[src/rtl/wb_stage_mlane_pkg.sv]
// Shared widths, lane/forwarding payload layouts and the result-select helper
// for the multi-lane writeback stage.
package wb_stage_mlane_pkg;

  localparam int unsigned DATA_W = 32;
  localparam int unsigned ADDR_W = 5;
  localparam int unsigned PC_W   = 32;
  localparam int unsigned LANE_W = PC_W + 1 + ADDR_W + 2 * DATA_W + 1;
  localparam int unsigned FWD_W  = ADDR_W + 1 + DATA_W;

  // One lane of a MEM->WB group; first member sits in the MSBs.
  typedef struct packed {
    logic [PC_W-1:0]   pc;
    logic              gr_we;
    logic [ADDR_W-1:0] dest;
    logic [DATA_W-1:0] mem_result;
    logic [DATA_W-1:0] alu_result;
    logic              rfrom_mem;
  } lane_t;

  // One forwarding slot as seen by ID.
  typedef struct packed {
    logic [ADDR_W-1:0] dest;
    logic              rfrom_mem;
    logic [DATA_W-1:0] result;
  } fwd_t;

  function automatic logic [DATA_W-1:0] lane_result(input lane_t ln);
    return ln.rfrom_mem ? ln.mem_result : ln.alu_result;
  endfunction

endpackage

[src/rtl/wb_stage_mlane_if.sv]
// MEM->WB handshake, register-file write port, forwarding and debug trace bundle.
interface wb_stage_mlane_if
  import wb_stage_mlane_pkg::*;
#(
  parameter int unsigned LANES = 2,
  parameter int unsigned DEPTH = 2
) ();

  logic                           mem_valid;
  logic                           wb_allowin;
  logic [LANES-1:0]               mem_lane_vld;
  logic [LANES*LANE_W-1:0]        mem_bus;
  logic                           flush;
  logic                           rf_we;
  logic [ADDR_W-1:0]              rf_waddr;
  logic [DATA_W-1:0]              rf_wdata;
  logic [DEPTH*LANES*FWD_W-1:0]   wb_fwd_bus;
  logic                           wb_busy;
  logic [PC_W-1:0]                debug_wb_pc;
  logic [3:0]                     debug_wb_rf_we;
  logic [ADDR_W-1:0]              debug_wb_rf_wnum;
  logic [DATA_W-1:0]              debug_wb_rf_wdata;

  modport master (
    output mem_valid, mem_lane_vld, mem_bus, flush,
    input  wb_allowin, rf_we, rf_waddr, rf_wdata, wb_fwd_bus, wb_busy,
    input  debug_wb_pc, debug_wb_rf_we, debug_wb_rf_wnum, debug_wb_rf_wdata
  );

  modport slave (
    input  mem_valid, mem_lane_vld, mem_bus, flush,
    output wb_allowin, rf_we, rf_waddr, rf_wdata, wb_fwd_bus, wb_busy,
    output debug_wb_pc, debug_wb_rf_we, debug_wb_rf_wnum, debug_wb_rf_wdata
  );

endinterface

[src/rtl/wb_stage_mlane_group_fifo.sv]
// DEPTH-entry ring of lane groups, each with a pending-lane mask; slots are
// presented oldest-first so slot 0 is always the head.
module wb_stage_mlane_group_fifo
  import wb_stage_mlane_pkg::*;
#(
  parameter int unsigned LANES = 2,
  parameter int unsigned DEPTH = 2
) (
  input  logic                    clk,
  input  logic                    reset,
  input  logic                    push,
  input  logic [LANES*LANE_W-1:0] push_data,
  input  logic [LANES-1:0]        push_pend,
  input  logic                    retire,
  input  logic [LANES-1:0]        retire_mask,
  input  logic                    pop,
  input  logic                    flush,
  output logic [LANES*LANE_W-1:0] slot_data [DEPTH],
  output logic [LANES-1:0]        slot_pend [DEPTH],
  output logic [DEPTH-1:0]        slot_occ,
  output logic                    full
);

  localparam int unsigned PTR_W = (DEPTH > 1) ? $clog2(DEPTH) : 1;
  localparam int unsigned CNT_W = $clog2(DEPTH + 1);

  logic [LANES*LANE_W-1:0] data_q [DEPTH];
  logic [LANES-1:0]        pend_q [DEPTH];
  logic [PTR_W-1:0]        rd_q;
  logic [PTR_W-1:0]        wr_q;
  logic [CNT_W-1:0]        count_q;

  function automatic logic [PTR_W-1:0] next_ptr(input logic [PTR_W-1:0] p);
    return (p == PTR_W'(DEPTH - 1)) ? '0 : p + PTR_W'(1);
  endfunction

  // A push into the entry being popped overrides the retire update of that entry.
  always_ff @(posedge clk or posedge reset) begin
    if (reset) begin
      for (int i = 0; i < int'(DEPTH); i++) begin
        data_q[i] <= '0;
        pend_q[i] <= '0;
      end
      rd_q    <= '0;
      wr_q    <= '0;
      count_q <= '0;
    end else if (flush) begin
      for (int i = 0; i < int'(DEPTH); i++) pend_q[i] <= '0;
      rd_q    <= '0;
      wr_q    <= '0;
      count_q <= '0;
    end else begin
      if (retire) pend_q[rd_q] <= pend_q[rd_q] & ~retire_mask;
      if (push) begin
        data_q[wr_q] <= push_data;
        pend_q[wr_q] <= push_pend;
        wr_q         <= next_ptr(wr_q);
      end
      if (pop) rd_q <= next_ptr(rd_q);
      count_q <= count_q + CNT_W'(push) - CNT_W'(pop);
    end
  end

  // Rotate physical entries into oldest-first slot order.
  always_comb begin
    logic [PTR_W-1:0] idx;
    idx = '0;
    for (int unsigned e = 0; e < DEPTH; e++) begin
      idx          = rd_q + PTR_W'(e);
      slot_data[e] = data_q[idx];
      slot_pend[e] = pend_q[idx];
      slot_occ[e]  = CNT_W'(e) < count_q;
    end
  end

  assign full = (count_q == CNT_W'(DEPTH));

endmodule

[src/rtl/wb_stage_mlane.sv]
// Multi-lane writeback: buffers MEM groups and retires one pending lane per
// cycle through the single register-file write port.
module wb_stage_mlane
  import wb_stage_mlane_pkg::*;
#(
  parameter int unsigned LANES = 2,
  parameter int unsigned DEPTH = 2
) (
  input  logic            clk,
  input  logic            reset,
  wb_stage_mlane_if.slave bus
);

  logic [LANES*LANE_W-1:0] slot_data [DEPTH];
  logic [LANES-1:0]        slot_pend [DEPTH];
  logic [DEPTH-1:0]        slot_occ;
  lane_t                   slot_lane [DEPTH][LANES];
  logic                    full;
  logic                    found;
  logic                    retire;
  logic                    pop;
  logic                    push;
  logic                    allowin;
  logic                    we;
  logic [LANES-1:0]        retire_mask;
  lane_t                   cur;
  logic [PC_W-1:0]         last_pc;
  logic [DEPTH*LANES*FWD_W-1:0] fwd;

  wb_stage_mlane_group_fifo #(.LANES(LANES), .DEPTH(DEPTH)) u_fifo (
    .clk         (clk),
    .reset       (reset),
    .push        (push),
    .push_data   (bus.mem_bus),
    .push_pend   (bus.mem_lane_vld),
    .retire      (retire),
    .retire_mask (retire_mask),
    .pop         (pop),
    .flush       (bus.flush),
    .slot_data   (slot_data),
    .slot_pend   (slot_pend),
    .slot_occ    (slot_occ),
    .full        (full)
  );

  always_comb begin
    for (int unsigned e = 0; e < DEPTH; e++)
      for (int unsigned l = 0; l < LANES; l++)
        slot_lane[e][l] = lane_t'(slot_data[e][l*LANE_W +: LANE_W]);
  end

  // Lowest-index pending lane of the head group.
  always_comb begin
    found       = 1'b0;
    retire_mask = '0;
    cur         = '0;
    for (int unsigned l = 0; l < LANES; l++) begin
      if (!found && slot_pend[0][l]) begin
        found          = 1'b1;
        retire_mask[l] = 1'b1;
        cur            = slot_lane[0][l];
      end
    end
  end

  // Nothing retires in a flush cycle; the whole buffer is dropped at the edge.
  assign retire  = found & ~bus.flush;
  assign pop     = retire & ((slot_pend[0] & ~retire_mask) == '0);
  assign allowin = ~full | pop;
  assign push    = bus.mem_valid & allowin & (|bus.mem_lane_vld) & ~bus.flush;
  assign we      = retire & cur.gr_we;

  always_ff @(posedge clk or posedge reset) begin
    if (reset)       last_pc <= '0;
    else if (retire) last_pc <= cur.pc;
  end

  // Slot (e,l) only advertises a dest that is still going to be written.
  always_comb begin
    fwd_t f;
    fwd = '0;
    f   = '0;
    for (int unsigned e = 0; e < DEPTH; e++) begin
      for (int unsigned l = 0; l < LANES; l++) begin
        f.dest      = (slot_occ[e] & slot_pend[e][l] & slot_lane[e][l].gr_we)
                      ? slot_lane[e][l].dest : '0;
        f.rfrom_mem = slot_lane[e][l].rfrom_mem;
        f.result    = lane_result(slot_lane[e][l]);
        fwd[(e*LANES+l)*FWD_W +: FWD_W] = f;
      end
    end
  end

  assign bus.wb_allowin        = allowin;
  assign bus.rf_we             = we;
  assign bus.rf_waddr          = we ? cur.dest : '0;
  assign bus.rf_wdata          = we ? lane_result(cur) : '0;
  assign bus.wb_fwd_bus        = fwd;
  assign bus.wb_busy           = slot_occ[0];
  assign bus.debug_wb_pc       = retire ? cur.pc : last_pc;
  assign bus.debug_wb_rf_we    = {4{we}};
  assign bus.debug_wb_rf_wnum  = bus.rf_waddr;
  assign bus.debug_wb_rf_wdata = bus.rf_wdata;

endmodule

[src/flat_wrapper.sv]
// flat-port wrapper written by rule: the top's interface ports become plain ports
module wb_stage_mlane_flat import wb_stage_mlane_pkg::*;
#(
  parameter int unsigned LANES = 2,
  parameter int unsigned DEPTH = 2
)
  (clk, reset, bus_mem_valid, bus_mem_lane_vld, bus_mem_bus, bus_flush, bus_wb_allowin, bus_rf_we, bus_rf_waddr, bus_rf_wdata, bus_wb_fwd_bus, bus_wb_busy, bus_debug_wb_pc, bus_debug_wb_rf_we, bus_debug_wb_rf_wnum, bus_debug_wb_rf_wdata);
  wb_stage_mlane_if #(.LANES(LANES), .DEPTH(DEPTH)) bus_i ();
  input  logic clk;
  input  logic reset;
  input wire logic [$bits(bus_i.mem_valid)-1:0] bus_mem_valid;
  input wire logic [$bits(bus_i.mem_lane_vld)-1:0] bus_mem_lane_vld;
  input wire logic [$bits(bus_i.mem_bus)-1:0] bus_mem_bus;
  input wire logic [$bits(bus_i.flush)-1:0] bus_flush;
  output wire logic [$bits(bus_i.wb_allowin)-1:0] bus_wb_allowin;
  output wire logic [$bits(bus_i.rf_we)-1:0] bus_rf_we;
  output wire logic [$bits(bus_i.rf_waddr)-1:0] bus_rf_waddr;
  output wire logic [$bits(bus_i.rf_wdata)-1:0] bus_rf_wdata;
  output wire logic [$bits(bus_i.wb_fwd_bus)-1:0] bus_wb_fwd_bus;
  output wire logic [$bits(bus_i.wb_busy)-1:0] bus_wb_busy;
  output wire logic [$bits(bus_i.debug_wb_pc)-1:0] bus_debug_wb_pc;
  output wire logic [$bits(bus_i.debug_wb_rf_we)-1:0] bus_debug_wb_rf_we;
  output wire logic [$bits(bus_i.debug_wb_rf_wnum)-1:0] bus_debug_wb_rf_wnum;
  output wire logic [$bits(bus_i.debug_wb_rf_wdata)-1:0] bus_debug_wb_rf_wdata;
  assign bus_i.mem_valid = bus_mem_valid;
  assign bus_i.mem_lane_vld = bus_mem_lane_vld;
  assign bus_i.mem_bus = bus_mem_bus;
  assign bus_i.flush = bus_flush;
  assign bus_wb_allowin = bus_i.wb_allowin;
  assign bus_rf_we = bus_i.rf_we;
  assign bus_rf_waddr = bus_i.rf_waddr;
  assign bus_rf_wdata = bus_i.rf_wdata;
  assign bus_wb_fwd_bus = bus_i.wb_fwd_bus;
  assign bus_wb_busy = bus_i.wb_busy;
  assign bus_debug_wb_pc = bus_i.debug_wb_pc;
  assign bus_debug_wb_rf_we = bus_i.debug_wb_rf_we;
  assign bus_debug_wb_rf_wnum = bus_i.debug_wb_rf_wnum;
  assign bus_debug_wb_rf_wdata = bus_i.debug_wb_rf_wdata;
  wb_stage_mlane #(.LANES(LANES), .DEPTH(DEPTH)) u_core (.clk(clk), .reset(reset), .bus(bus_i));
endmodule
[config.mk]
export PLATFORM = sky130hd
export DESIGN_NAME = wb_stage_mlane_flat
export DESIGN_NICKNAME = d
export VERILOG_FILES = /design/src/rtl/wb_stage_mlane_pkg.sv /design/src/rtl/wb_stage_mlane_if.sv /design/src/rtl/wb_stage_mlane_group_fifo.sv /design/src/rtl/wb_stage_mlane.sv /design/src/flat_wrapper.sv
export SDC_FILE = /design/constraint.sdc
export NUM_CORES = 1
export LEC_CHECK = 0
export CORE_MARGIN = 2
export CORE_UTILIZATION = 45
export CTS_CLUSTER_SIZE = 40
export DETAILED_ROUTE_END_ITERATION = 10
export PLACE_DENSITY = 0.69
export SYNTH_ARGS = -nofsm -noshare
export SYNTH_HDL_FRONTEND = slang
export SYNTH_SLANG_ARGS = --single-unit
[constraint.sdc]
create_clock -name clk -period 20.1 [get_ports clk]
set_input_delay 3.015 -clock clk [delete_from_list [all_inputs] [get_ports clk]]
set_output_delay 3.015 -clock clk [all_outputs]
set_load 0.05 [all_outputs]
==> impl_metrics.py <==
metrics = {
    "outcome": {
        "status": "finished, final reports clean",
    },
    "route": {
        "dr_wl_met3_um": 6510,
        "ant_nets": 0,
        "drc": 0,
        "wl_per_cell_um": 25.9,
        "dr_wl_met2_um": 39800,
        "topRoutingLayerUsed": "met5",
        "drtIter0Drc": 1593,
        "drt-met1-wl_um": 35200,
        "wirelength_um": 86100,
        "routed_via_density": 6.21,
        "vias": 20600,
        "drtPass1Iterations": 5,
    },
    "critical_path": {
        "cp_max_fo": 81,
        "crit_type": "in -> out",
        "start_kind": "input pin",
        "critPathArrivalTime_ns": 5.60,
        "critPathLaunch": "bus_flush",
        "worstPathRequired_ns": 17.09,
        "r2r-start": "u_core.u_fifo.rd_q",
        "end_kind": "output pin",
        "r2r_cells": 7,
    },
    "die": {
        "dieWidth_um": 237,
        "num_rows": 85,
        "die_area_mm2": 0.0564,
        "die_y_um": 237,
        "initial_core_util_pct": 45.6,
        "core-area_mm2": 0.0538,
        "io-pin-count": 477,
    },
    "place": {
        "place.gp.congestion": 0.898,
        "port_buffers": 476,
        "dp_cells": 3213,
        "dpl_cell_area_mm2": 0.0293,
        "hpwl_um": 54700,
        "preCtsSetupSlack_ns": 11.46,
    },
    "logic_synthesis": {
        "synth_top_area_share_pct": 46.1,
        "ys_types": 41,
        "synth_ff_type": "dfrtp_1",
        "synth_cells": 2280,
        "synth-edff-count": 0,
        "synth_area_per_cell_um2": 10.8,
        "async_flop_share_pct": 100,
        "yosysWarnings": 0,
        "synth_nets": 2494,
        "synth.area.top_cells": "dfrtp_1, a22o_1, mux2i_1, nor2b_1, o211ai_1",
        "synth_common_cells": "dfrtp_1, a22o_1, mux2i_1, nor2b_1, clkbuf_1",
        "syn_area_mm2": 0.0245,
        "yosysMostFrequentCell": "dfrtp_1",
        "synth_top_cell_by_area": "dfrtp_1",
        "ys_seq_elements": 452,
        "yosysSeqAreaShare_pct": 46.1,
    },
    "final_layout": {
        "layout-drive-gt1-share_pct": 6.89,
        "seq_area_mm2": 0.0113,
        "fillers": 4496,
        "syn_to_final_growth_pct": 26.5,
        "multi_input_area_mm2": 0.0120,
        "final_nets": 2784,
        "stdcell_count": 3321,
        "final_area_mm2": 0.0310,
        "final_util_pct": 57.6,
    },
    "clocking": {
        "cts-hold-fix-buffers": 0,
        "ctsResizeCount": 0,
        "cts_made_buffers": 51,
        "root_buffer": "clkbuf_16",
        "clock_latency_ns": 0.59,
        "htreeDepth": 2,
        "clockBufferDepth": 3,
        "postCtsSetupBuffers": 0,
        "cts_tree": "yes",
        "clk_pin_slew_ns": 0.06,
        "cts_sinks": 452,
    },
    "pwr": {
        "p_leak_nw": 12.5,
        "totalPowerFinal_mw": 4.88,
        "peakVddDrop_mv": 0.0929,
        "p_per_area_mw_per_mm2": 157,
    },
    "sta": {
        "min_period_over_period_pct": 42.8,
        "max_freq_mhz": 116,
        "finalSetupViolCount": 0,
        "whs_ns": 0.488,
        "fin_setup_tns_ns": 0,
        "fin_skew_ns": 0.0137,
        "slew_headroom_pct": 17.2,
        "worstMarginPinSlew_ns": 1.24,
        "min_period_ns": 8.61,
        "finalWorstSetupSlack_ns": 11.49,
        "rsz0062_at_grt": "false",
        "maxSlewViolCount": 0,
        "finalHoldViolations": 0,
    },
    "worst_hold_path": {
        "min-delay-start": "u_core.last_pc[8]",
        "hold_depth": 1,
        "hold_class": "reg -> reg",
    },
    "global_routing": {
        "antenna_found_initial": 13,
        "grt_max_degree": 154,
        "overflow": 0,
        "grt_util_all_layers_pct": 29.8,
        "grt_pass1_wl_um": 130000,
        "grt_pass1_vias": 21000,
    },
    "run": {
        "drv_cap": 0,
    },
}
==> kinds of logic (layout without fill, tap and decap cells) <==
group | Yosys count | count (layout) | synth area share, %
compound gates | 755 | 755 | 24.5
simple gates | 459 | 459 | 10.3
flops | 452 | 452 | 46.1
mux | 321 | 321 | 13.3
buf+inv | 287 | 620 | 5.46
xor+xnor | 4 | 4 | 0.174
fa+ha+maj | 2 | 2 | 0.102
other cells | 0 | 12 | 0
==> final cells by class <==
| cell class | count | area share [%] |
|---|---|---|
| diodes | 12 | 0.0968 |
| clock buffers | 73 | 4.74 |
| clock inverters | 23 | 0.819 |
| inverters | 9 | 0.133 |
| multi-input cells | 1541 | 38.6 |
| flip-flops and latches | 452 | 36.5 |
| well taps | 696 | 2.81 |
| repair buffers | 515 | 16.3 |
==> state kept, by name, indices dropped and copies added, names as in the netlist <==
| signal | cells |
|---|---|
| u_core.u_fifo.data_q | 412 |
| u_core.u_fifo.pend_q | 4 |
| u_core.u_fifo.count_q | 2 |
| u_core.u_fifo.rd_q | 1 |
| u_core.last_pc | 32 |
| u_core.u_fifo.wr_q | 1 |
==> worst paths after layout <==
path	endpoint	slack, ns
max	bus_rf_wdata[9]	11.49
min	u_core.last_pc[8]	0.49
max reg2reg	u_core.u_fifo.data_q[245]	14.65
min reg2reg	u_core.last_pc[8]	0.49
max in group asynchronous	u_core.u_fifo.data_q[325]	14.85
min in group asynchronous	u_core.last_pc[9]	2.84
==> worst max-delay path: stages <==
cell,delay (ns)
buf_6,0.28
a211oi_4,0.26
o211ai_1,0.34
buf_4,0.37
a31oi_1,0.37
clkdlybuf4s50_1,0.89
==> power by group <==
part	internal [mW]	switching [mW]
clock	0.573	0.391
sequential	1.27	0.261
combinational	0.919	1.47
==> cell usage in the layout (no fill, tap or decap), drive strengths merged, types with 37 or more instances in the layout <==
master         instances
mux2                  37
nand2                 77
dfrtp                452
a22o                 410
nor2b                271
a21oi                 66
mux2i                284
a211oi                65
o211ai                67
o21a                  66
clkdlybuf4s50        475
nor2                  65
clkbuf                73
buf                   40
==> per-layer routing <==
layer | GRT usage (%) | up-vias
met3 | 5.73 | 166
met1 | 39.1 | 10500
li1 | - | 9049
met5 | 0 | -
met2 | 46.9 | 932
met4 | 16.2 | 6
(Power assumes the default switching activity.)
